--- src/rtl/md_pkg.sv ---
// Shared definitions for the multiply/divide request path: request codes,
// the queued entry layout and a small classification helper.
package md_pkg;

  localparam logic [2:0] MD_MULT  = 3'd0;
  localparam logic [2:0] MD_MULTU = 3'd1;
  localparam logic [2:0] MD_DIV   = 3'd2;
  localparam logic [2:0] MD_DIVU  = 3'd3;
  localparam logic [2:0] MD_MTHI  = 3'd4;
  localparam logic [2:0] MD_MTLO  = 3'd5;

  // op, rs operand, rt operand
  localparam int MD_ENTRY_W = 67;

  typedef struct packed {
    logic [2:0]  op;
    logic [31:0] a;
    logic [31:0] b;
  } md_entry_t;

  // True for requests that start a multi-cycle multiply or divide
  function automatic logic is_md_arith(input logic [2:0] op);
    return (op == MD_MULT) || (op == MD_MULTU) || (op == MD_DIV) || (op == MD_DIVU);
  endfunction

endpackage

--- src/rtl/md_fifo.sv ---
// Generic DEPTH x WIDTH synchronous FIFO. A push while full is dropped even
// if a pop happens in the same cycle, so a full queue never accepts data.
module md_fifo #(
  parameter int DEPTH = 4,
  parameter int AW    = 2,
  parameter int WIDTH = 67
) (
  input  logic             clk,
  input  logic             reset,
  input  logic             push,
  input  logic             pop,
  input  logic [WIDTH-1:0] wdata,
  output logic [WIDTH-1:0] rdata,
  output logic [AW:0]      count
);

  localparam logic [AW:0] FULL_COUNT = (AW+1)'(DEPTH);

  logic [WIDTH-1:0] mem [DEPTH];
  logic [AW-1:0]    rd_ptr;
  logic [AW-1:0]    wr_ptr;
  logic             do_push;
  logic             do_pop;

  assign do_push = push && (count != FULL_COUNT) && !reset;
  assign do_pop  = pop && (count != '0) && !reset;
  assign rdata   = mem[rd_ptr];

  // Storage write; contents need no reset because count guards every read
  always_ff @(posedge clk) begin
    if (do_push) begin
      mem[wr_ptr] <= wdata;
    end
  end

  // Pointers wrap naturally at DEPTH; count tracks occupancy
  always_ff @(posedge clk) begin
    if (reset) begin
      rd_ptr <= '0;
      wr_ptr <= '0;
      count  <= '0;
    end else begin
      if (do_push) begin
        wr_ptr <= wr_ptr + 1'b1;
      end
      if (do_pop) begin
        rd_ptr <= rd_ptr + 1'b1;
      end
      case ({do_push, do_pop})
        2'b10:   count <= count + 1'b1;
        2'b01:   count <= count - 1'b1;
        default: count <= count;
      endcase
    end
  end

endmodule

--- src/rtl/md_req_queue.sv ---
// In-order request buffer in front of the multiply/divide unit. Requests are
// issued from the head whenever the unit is idle; mfhi/mflo stall until all
// older HI/LO writers have been issued and the unit has finished.
module md_req_queue
  import md_pkg::*;
#(
  parameter int DEPTH = 4,
  parameter int AW    = 2
) (
  input  logic        clk,
  input  logic        reset,
  input  logic        req_valid,
  input  logic [2:0]  req_op,
  input  logic [31:0] req_a,
  input  logic [31:0] req_b,
  output logic        req_ready,
  input  logic        mf_req,
  input  logic        md_busy,
  output logic        md_start,
  output logic [1:0]  md_op,
  output logic [31:0] md_a,
  output logic [31:0] md_b,
  output logic        md_if_mthi,
  output logic        md_if_mtlo,
  output logic        stall,
  output logic [AW:0] count
);

  localparam logic [AW:0] FULL_COUNT = (AW+1)'(DEPTH);

  md_entry_t              wr_entry;
  md_entry_t              head;
  logic [MD_ENTRY_W-1:0]  head_bits;
  logic                   has_entry;
  logic                   push;
  logic                   pop;

  assign wr_entry  = '{op: req_op, a: req_a, b: req_b};
  assign head      = md_entry_t'(head_bits);
  assign has_entry = (count != '0);
  assign req_ready = (count != FULL_COUNT);
  assign push      = req_valid && req_ready;
  assign pop       = has_entry && !md_busy && !reset;

  md_fifo #(
    .DEPTH (DEPTH),
    .AW    (AW),
    .WIDTH (MD_ENTRY_W)
  ) u_fifo (
    .clk   (clk),
    .reset (reset),
    .push  (push),
    .pop   (pop),
    .wdata (wr_entry),
    .rdata (head_bits),
    .count (count)
  );

  // Issue strobes from the head entry; illegal codes pop silently as NOPs
  always_comb begin
    md_start   = 1'b0;
    md_if_mthi = 1'b0;
    md_if_mtlo = 1'b0;
    md_op      = 2'b00;
    md_a       = '0;
    md_b       = '0;
    if (has_entry) begin
      md_op = head.op[1:0];
      md_a  = head.a;
      md_b  = head.b;
    end
    if (pop) begin
      md_start   = is_md_arith(head.op);
      md_if_mthi = (head.op == MD_MTHI);
      md_if_mtlo = (head.op == MD_MTLO);
    end
  end

  // Stall on a full-queue push or on mfhi/mflo behind pending HI/LO writers
  always_comb begin
    stall = (req_valid && !req_ready) || (mf_req && (has_entry || md_busy));
  end

endmodule

--- config.mk ---
export PLATFORM = sky130hd
export DESIGN_NAME = md_req_queue
export DESIGN_NICKNAME = d
export VERILOG_FILES = /design/src/rtl/md_pkg.sv /design/src/rtl/md_fifo.sv /design/src/rtl/md_req_queue.sv
export SDC_FILE = /design/constraint.sdc
export NUM_CORES = 1
export LEC_CHECK = 0
export CAP_MARGIN = 20
export CORE_ASPECT_RATIO = 2
export CORE_UTILIZATION = 54
export DETAILED_ROUTE_END_ITERATION = 10
export PLACE_DENSITY_LB_ADDON = 0.12
export SLEW_MARGIN = 25
export SYNTH_ARGS = -nofsm -noshare
export SYNTH_HDL_FRONTEND = slang
export SYNTH_SLANG_ARGS = --single-unit
--- constraint.sdc ---
create_clock -name clk -period 3.5 [get_ports clk]
set_input_delay 0.7 -clock clk [delete_from_list [all_inputs] [get_ports clk]]
set_output_delay 0.7 -clock clk [all_outputs]
set_load 0.01 [all_outputs]
# Yosys cells after proc, flatten, opt, wreduce, memory -nomap -nowiden
# Memories as Yosys holds them, arrays and structs flattened. A register that Yosys moved wholly into a read port is not among the register bits.
# Index checks and enable logic that the tools add are counted.
dict set report totals {
  memories 1
  register_bits 7
  ram_bits 268
  elab_cells 47
  out_inout_bits 74
  inputBits 72
}
# memory depth word_bits rd rd_ports_with_merged_regs write_ports line_no
set memory_table {}
lappend memory_table {u_fifo.mem 4 67 1 1 1 md_fifo.sv:19} ;# logic [WIDTH-1:0] mem [DEPTH];
dict set report op_classes {
  n_addsub 4
  n_eq_ne 8
  mux 11
  reduce_logical 20
}
# operator count
set ops {}
lappend ops {{32-bit two-way mux} 2}
lappend ops {{1-bit logical AND} 9}
lappend ops {{3-bit by 2-bit equality test with 1-bit output, second input constant} 2}
lappend ops {{3-bit equality test, second input constant} 2}
lappend ops {{2-bit two-way mux} 3}
lappend ops {{3-bit case mux with 2 select lines} 1}
lappend ops {{1-bit logical OR} 5}
lappend ops {{1-bit two-way mux} 5}
lappend ops {{2-bit by 1-bit adder with 2-bit output, second input constant} 2}
lappend ops {{3-bit by 1-bit adder with 3-bit output, second input constant} 1}
lappend ops {{3-bit by 1-bit equality test with 1-bit output, second input constant} 1}
lappend ops {{1-bit zero test} 3}
lappend ops {{3-bit zero test} 1}
lappend ops {{3-bit != test, second input constant} 1}
lappend ops {{3-bit nonzero test} 1}
lappend ops {{3-bit by 1-bit subtractor with 3-bit output, second input constant} 1}
lappend ops {{2-bit by 1-bit equality test with 1-bit output, second input constant} 1}
lappend ops {{2-bit equality test, second input constant} 1}
lappend ops {{2-bit nonzero test} 1}

# Logic depth before layout (Yosys ltp)
dict set report depth {
  depth_word 7
  depth_mapped 9
  mapped_depth_nobuf 9
}

# Hierarchy
# Synthesis repeated with hierarchy kept, for this count alone.
dict set report hier_totals {
  hier_cells 487
  area_unflattened_um2 10700.3
}
# module n_inst area_each_um2 cells_each seq_area_each_um2
set modules_own_cells {}
lappend modules_own_cells {md_fifo 1 10176.0 403 8227.9}
lappend modules_own_cells {md_req_queue 1 524.3 84 0.0}

# Worst setup path after synthesis
# No wires, ideal clock.
dict set report synth_path {
  kind {input to register}
  startpoint {input port reset}
  endpoint {memory u_fifo.mem[2][0] (enable)}
  arrival_time_ns 2.833
  path_stages 3
  slack_ns 0.235
  setup_time_ns 0.432
  path_cell_list {clkbuf_1 nor3_1 and2_1}
}
dict set report synth_between {
  elab_chain_cells 4
}
# element line_no
set synth_lines {}
lappend synth_lines {{from (decl)} md_req_queue.sv:11} ;# input logic reset,
lappend synth_lines {{1-bit zero test} md_fifo.sv:25} ;# assign do_push = push && (count != FULL_COUNT) && !reset;
lappend synth_lines {{1-bit logical AND} md_fifo.sv:25}
lappend synth_lines {{1-bit two-way mux} md_fifo.sv:31} ;# if (do_push) begin
lappend synth_lines {{1-bit two-way mux (not written as such)} md_fifo.sv:32} ;# mem[wr_ptr] <= wdata;
lappend synth_lines {{to (decl)} md_fifo.sv:19}
# No other way between the ends.

==> metrics.md <==
| Metric | Value |
|---|---|
| Run status | finished clean |
| Post-Route WL | 20000 um |
| Quantity of I/O buffers inserted on ports | around 150 |
| Cell with the most instances after synthesis | edfxtp_1 |
| Worst-Margin Slew | 0.492 ns |
| Reg-to-reg endpoint | u_fifo.count[2] |
| Cell family with the largest share of critical-path delay | buffers and inverters |
| Final setup slack of the worst path | around 0.21 ns |
| DR iter-0 viols | 272 |
| Number of inserted diodes | 0 |
| Critical path's slowest cell | clkdlybuf4s50_1 |
| Clock skew | 0.0161 ns |
| Post-synthesis net count | ~560 |
| Placement Cell Area | roughly 13000 um2 |
| Total number of vias | 5145 |
| Total buffers and inverters traversed by the critical path | 2 |
| Max-Cap Viols | 0 |
| I/O pin count | approximately 150 |
| Core Util, Final | 69.2% |
| Worst-Skew Late Latency | 0.52 ns |
| Unrepaired setup endpoints after global routing | no |
| Max Transition Viols Final | 0 |
| Register cell area after layout | 8240 um2 |
| Final clock period utilization by the worst path | 94.1% |
| Number of gates resized after cts | 0 |
| Non-filler cells, final | 933 |
| Hold wc startpoint | u_fifo.rd_ptr[1] |
| Post-synthesis register bit count | 277 |
| Number of buffers on the longest clock path | 3 |
| Hold WC Path Type | reg -> reg |
| Clock tree from TritonCTS | yes |
| Flip-flop cell with the highest count after synthesis | edfxtp_1 |
| Routed wire length per instance | around 21 um |
| Placeable core region | between 15000 and 20000 um2 |
| Switching power | 1.59 mW |
| Required time worst endpoint | approximately 2.8 ns |
| Total iterations of the first detailed-routing run | 4 |
| Number of stages on the worst hold path | 2 |
| Post-synthesis async set-or-reset flop share | 0% |
| Most instantiated cells after synthesis | 268 x edfxtp_1, 67 x mux4_2, 66 x nor2b_1, 9 x dfxtp_1, 9 x inv_1 |
| Layout Area Growth over Synthesis | 25.7% |
| Clock slew at the register clock pins of the worst setup and hold paths | 0.07 ns |
| Number of levels in the clock H-tree | 1 |
| PD cells | 551 nW/um2 |
| Type of element launching the critical path | flop |
| Worst reg2reg path startpoint | u_fifo.count[2] |
| Horizontal die dimension | 101 um |
| Post-detail-place hpwl | 12400 um |
| Internal | 5.76 mW |
| Fraction of power spent switching nets | 21.6% |
| Final #Nets | 736 |
| Max frequency | 304 MHz |
| Area of the mapped netlist | ~11000 um2 |
| Min Clock Period, post-route | 3.29 ns |
| Via count of the first global-routing pass | 5686 |
| Unique masters post-synth | 27 |
| Share of power burned in combinational logic | 14.2% |
| Final RePlAce weighted congestion | 0.728 |
| Buffer cell driving the clock tree root | clkbuf_16 |
| Layout Cell Area excl Fill | around 13000 um2 |
| Global-route usage over all layers | 20.7% |
| Share of final-layout standard cells stronger than drive strength 1 | 19.4% |
| Filler cell count | 1299 |
| Area share of the leading cell type in the synthesized netlist | 75.8% |
| Remaining Overflow, GRT | 0 |
| Worst setup path category | reg -> out |
| Number of buffers created by CTS | 24 |
| DRC | 0 |
| Final Hold Slack | 0.498 ns |
| Share of the yosys chip area belonging to registers | 77.5% |
| Setup TNS | 0 ns |
| CP endpoint kind | output pin |
| Total area of multi-input combinational cells | approximately 2200 um2 |
| Cells taking the most area after synthesis | edfxtp_1 76%, mux4_2 14%, nor2b_1 3.9% |
| Worst max-slew margin expressed relative to the limit | 66.9% |
| Number of cells produced by synthesis | 483 |
| First-pass GRT wire length | just over 30000 um |
| Pin count of the biggest net entering global routing | 72 |
| Total power draw | between 7 and 8 mW |
| Total number of placement rows | 72 |
| Cell Chain, Critical Path | buf_12 -> mux4_2 -> nor2b_1 -> clkdlybuf4s50_1 |
| Critical path's largest stage delay | 0.60 ns |
| Worst reg2reg setup slack | ~0.96 ns |
| Arrival time at the worst endpoint | 2.59 ns |
| Leakage Power | 4.18 nW |
| Number of antenna violations at the first check in global routing | 0 |
| Number of setup violations in the final report | 0 |
| Clock sink count | 277 |
| Worst voltage drop across the vdd grid | 0.000558 V |
| Vias per Instance | approximately 5.5 |
| Number of synthesized flops with an enable pin | between 200 and 300 |
| Library cell with the largest summed area after synthesis | edfxtp_1 |
| Part of the power in registers | 51.3% |
| Chip height | 200 um |
| Yosys synthesis warning count | 0 |
| Worst-path maximum fanout | 46 |
| Number of hold violations in the final report | 0 |
| Starting utilization of the core area | approximately 55% |
| Total Die Area | roughly 20000 um2 |
| Avg Inst Size Synth | 22.0 um2 |
| Number of placed instances with taps included | 879 |
| FF-to-FF path depth | 9 |
| Power share of the clock group | between 30% and 40% |
| Routed Antenna Nets | 0 |
| Pre-CTS setup slack | roughly 0.35 ns |
| Hold bufs inserted after CTS | 0 |
## worst max-delay path by stage
stage / from / endpoint / cells past startpoint
detailed placement: md_busy / md_if_mtlo / 4
finish: flop / md_b[2] / 4
global route: flop / md_b[2] / 4
floorplan: reset / u_fifo.mem[2][0] / 3
global placement: md_busy / md_if_mtlo / 4
CTS: flop / md_b[3] / 4
## logic make-up after synthesis
kind of cell,count (synthesis),share of synthesized area (%)
compound gates,14,0.719
simple gates,85,5.10
buf+inv,32,1.51
mux,67,14.2
xor+xnor,2,0.165
fa+ha+maj,6,0.778
flops,277,77.5
## sequential cells by signal, summed over array words and instances, names as in the netlist, named ones only
name           count
u_fifo.rd_ptr      2
u_fifo.count       3
u_fifo.mem       268
u_fifo.wr_ptr      2
## area by class of cell
type	count	area share [%]
Clock inverter	11	0.750
Multi-Input combinational cell	174	16.8
Tap cell	259	2.43
Clock buffer	31	4.86
Timing Repair Buffer	172	13.2
Inverter	9	0.253
Sequential cell	277	61.7
## cells in the final DEF, fill, tap and decap left out, types with 2 or more instances in the layout
| cell type | netlist | final |
|---|---|---|
| a21oi_1 | 7 | 7 |
| and2_4 | 0 | 4 |
| buf_12 | 0 | 9 |
| buf_4 | 0 | 18 |
| bufinv_16 | 0 | 2 |
| clkbuf_1 | 8 | 6 |
| clkbuf_16 | 0 | 25 |
| clkdlybuf4s50_1 | 0 | 145 |
| clkinv_1 | 0 | 6 |
| clkinv_2 | 0 | 2 |
| dfxtp_1 | 9 | 7 |
| dfxtp_4 | 0 | 2 |
| edfxtp_1 | 268 | 268 |
| ha_1 | 5 | 5 |
| inv_1 | 9 | 9 |
| mux4_2 | 67 | 67 |
| nand3_1 | 2 | 2 |
| nor2_1 | 3 | 3 |
| nor2b_1 | 66 | 66 |
| nor3_1 | 2 | 2 |
| o21ai_0 | 5 | 5 |
| or3_1 | 2 | 2 |
| xor2_1 | 2 | 2 |
## worst register-to-register path, delay by kind of cell (launching register included)
kind / cells / cell delay, ns
AOI/OAI and AO/OA: 1 / 0.16
adders and majority gates: 2 / 0.56
DFF: 1 / 0.46
buffers and inverters: 2 / 0.19
xor gates and xnor gates: 1 / 0.16
and+or+nand+nor: 3 / 0.96
## metal layers
metal / share of wire (%) / up-vias / GRT usage, % / wire (um)
met3: 4.9 / 36 / 3.59 / 980
met1: 36 / 2645 / 23.7 / 7240
li1: - / 2305 / - / -
met2: 56 / 159 / 37.7 / 11200
met5: 0 / - / 0 / 0
met4: 2.9 / 0 / 7.71 / 580
## power groups by stage
stage / Combinational [mW] / Sequential, mW / Clock [mW]
floorplan: 0.524 / 3.83 / 0
global placement: 1.01 / 3.84 / 0
detailed placement: 1.03 / 3.85 / 0
CTS: 1.03 / 3.78 / 2.58
global route: 1.12 / 3.77 / 2.70
finish: 1.05 / 3.77 / 2.54
## repair_timing
action | in CTS | in global routing
setup endpoints to repair | 0 | 2
buffers inserted | 0 | 12
hold endpoints to repair | 0 | 0
Note: power is estimated with default switching activity, not from simulation.
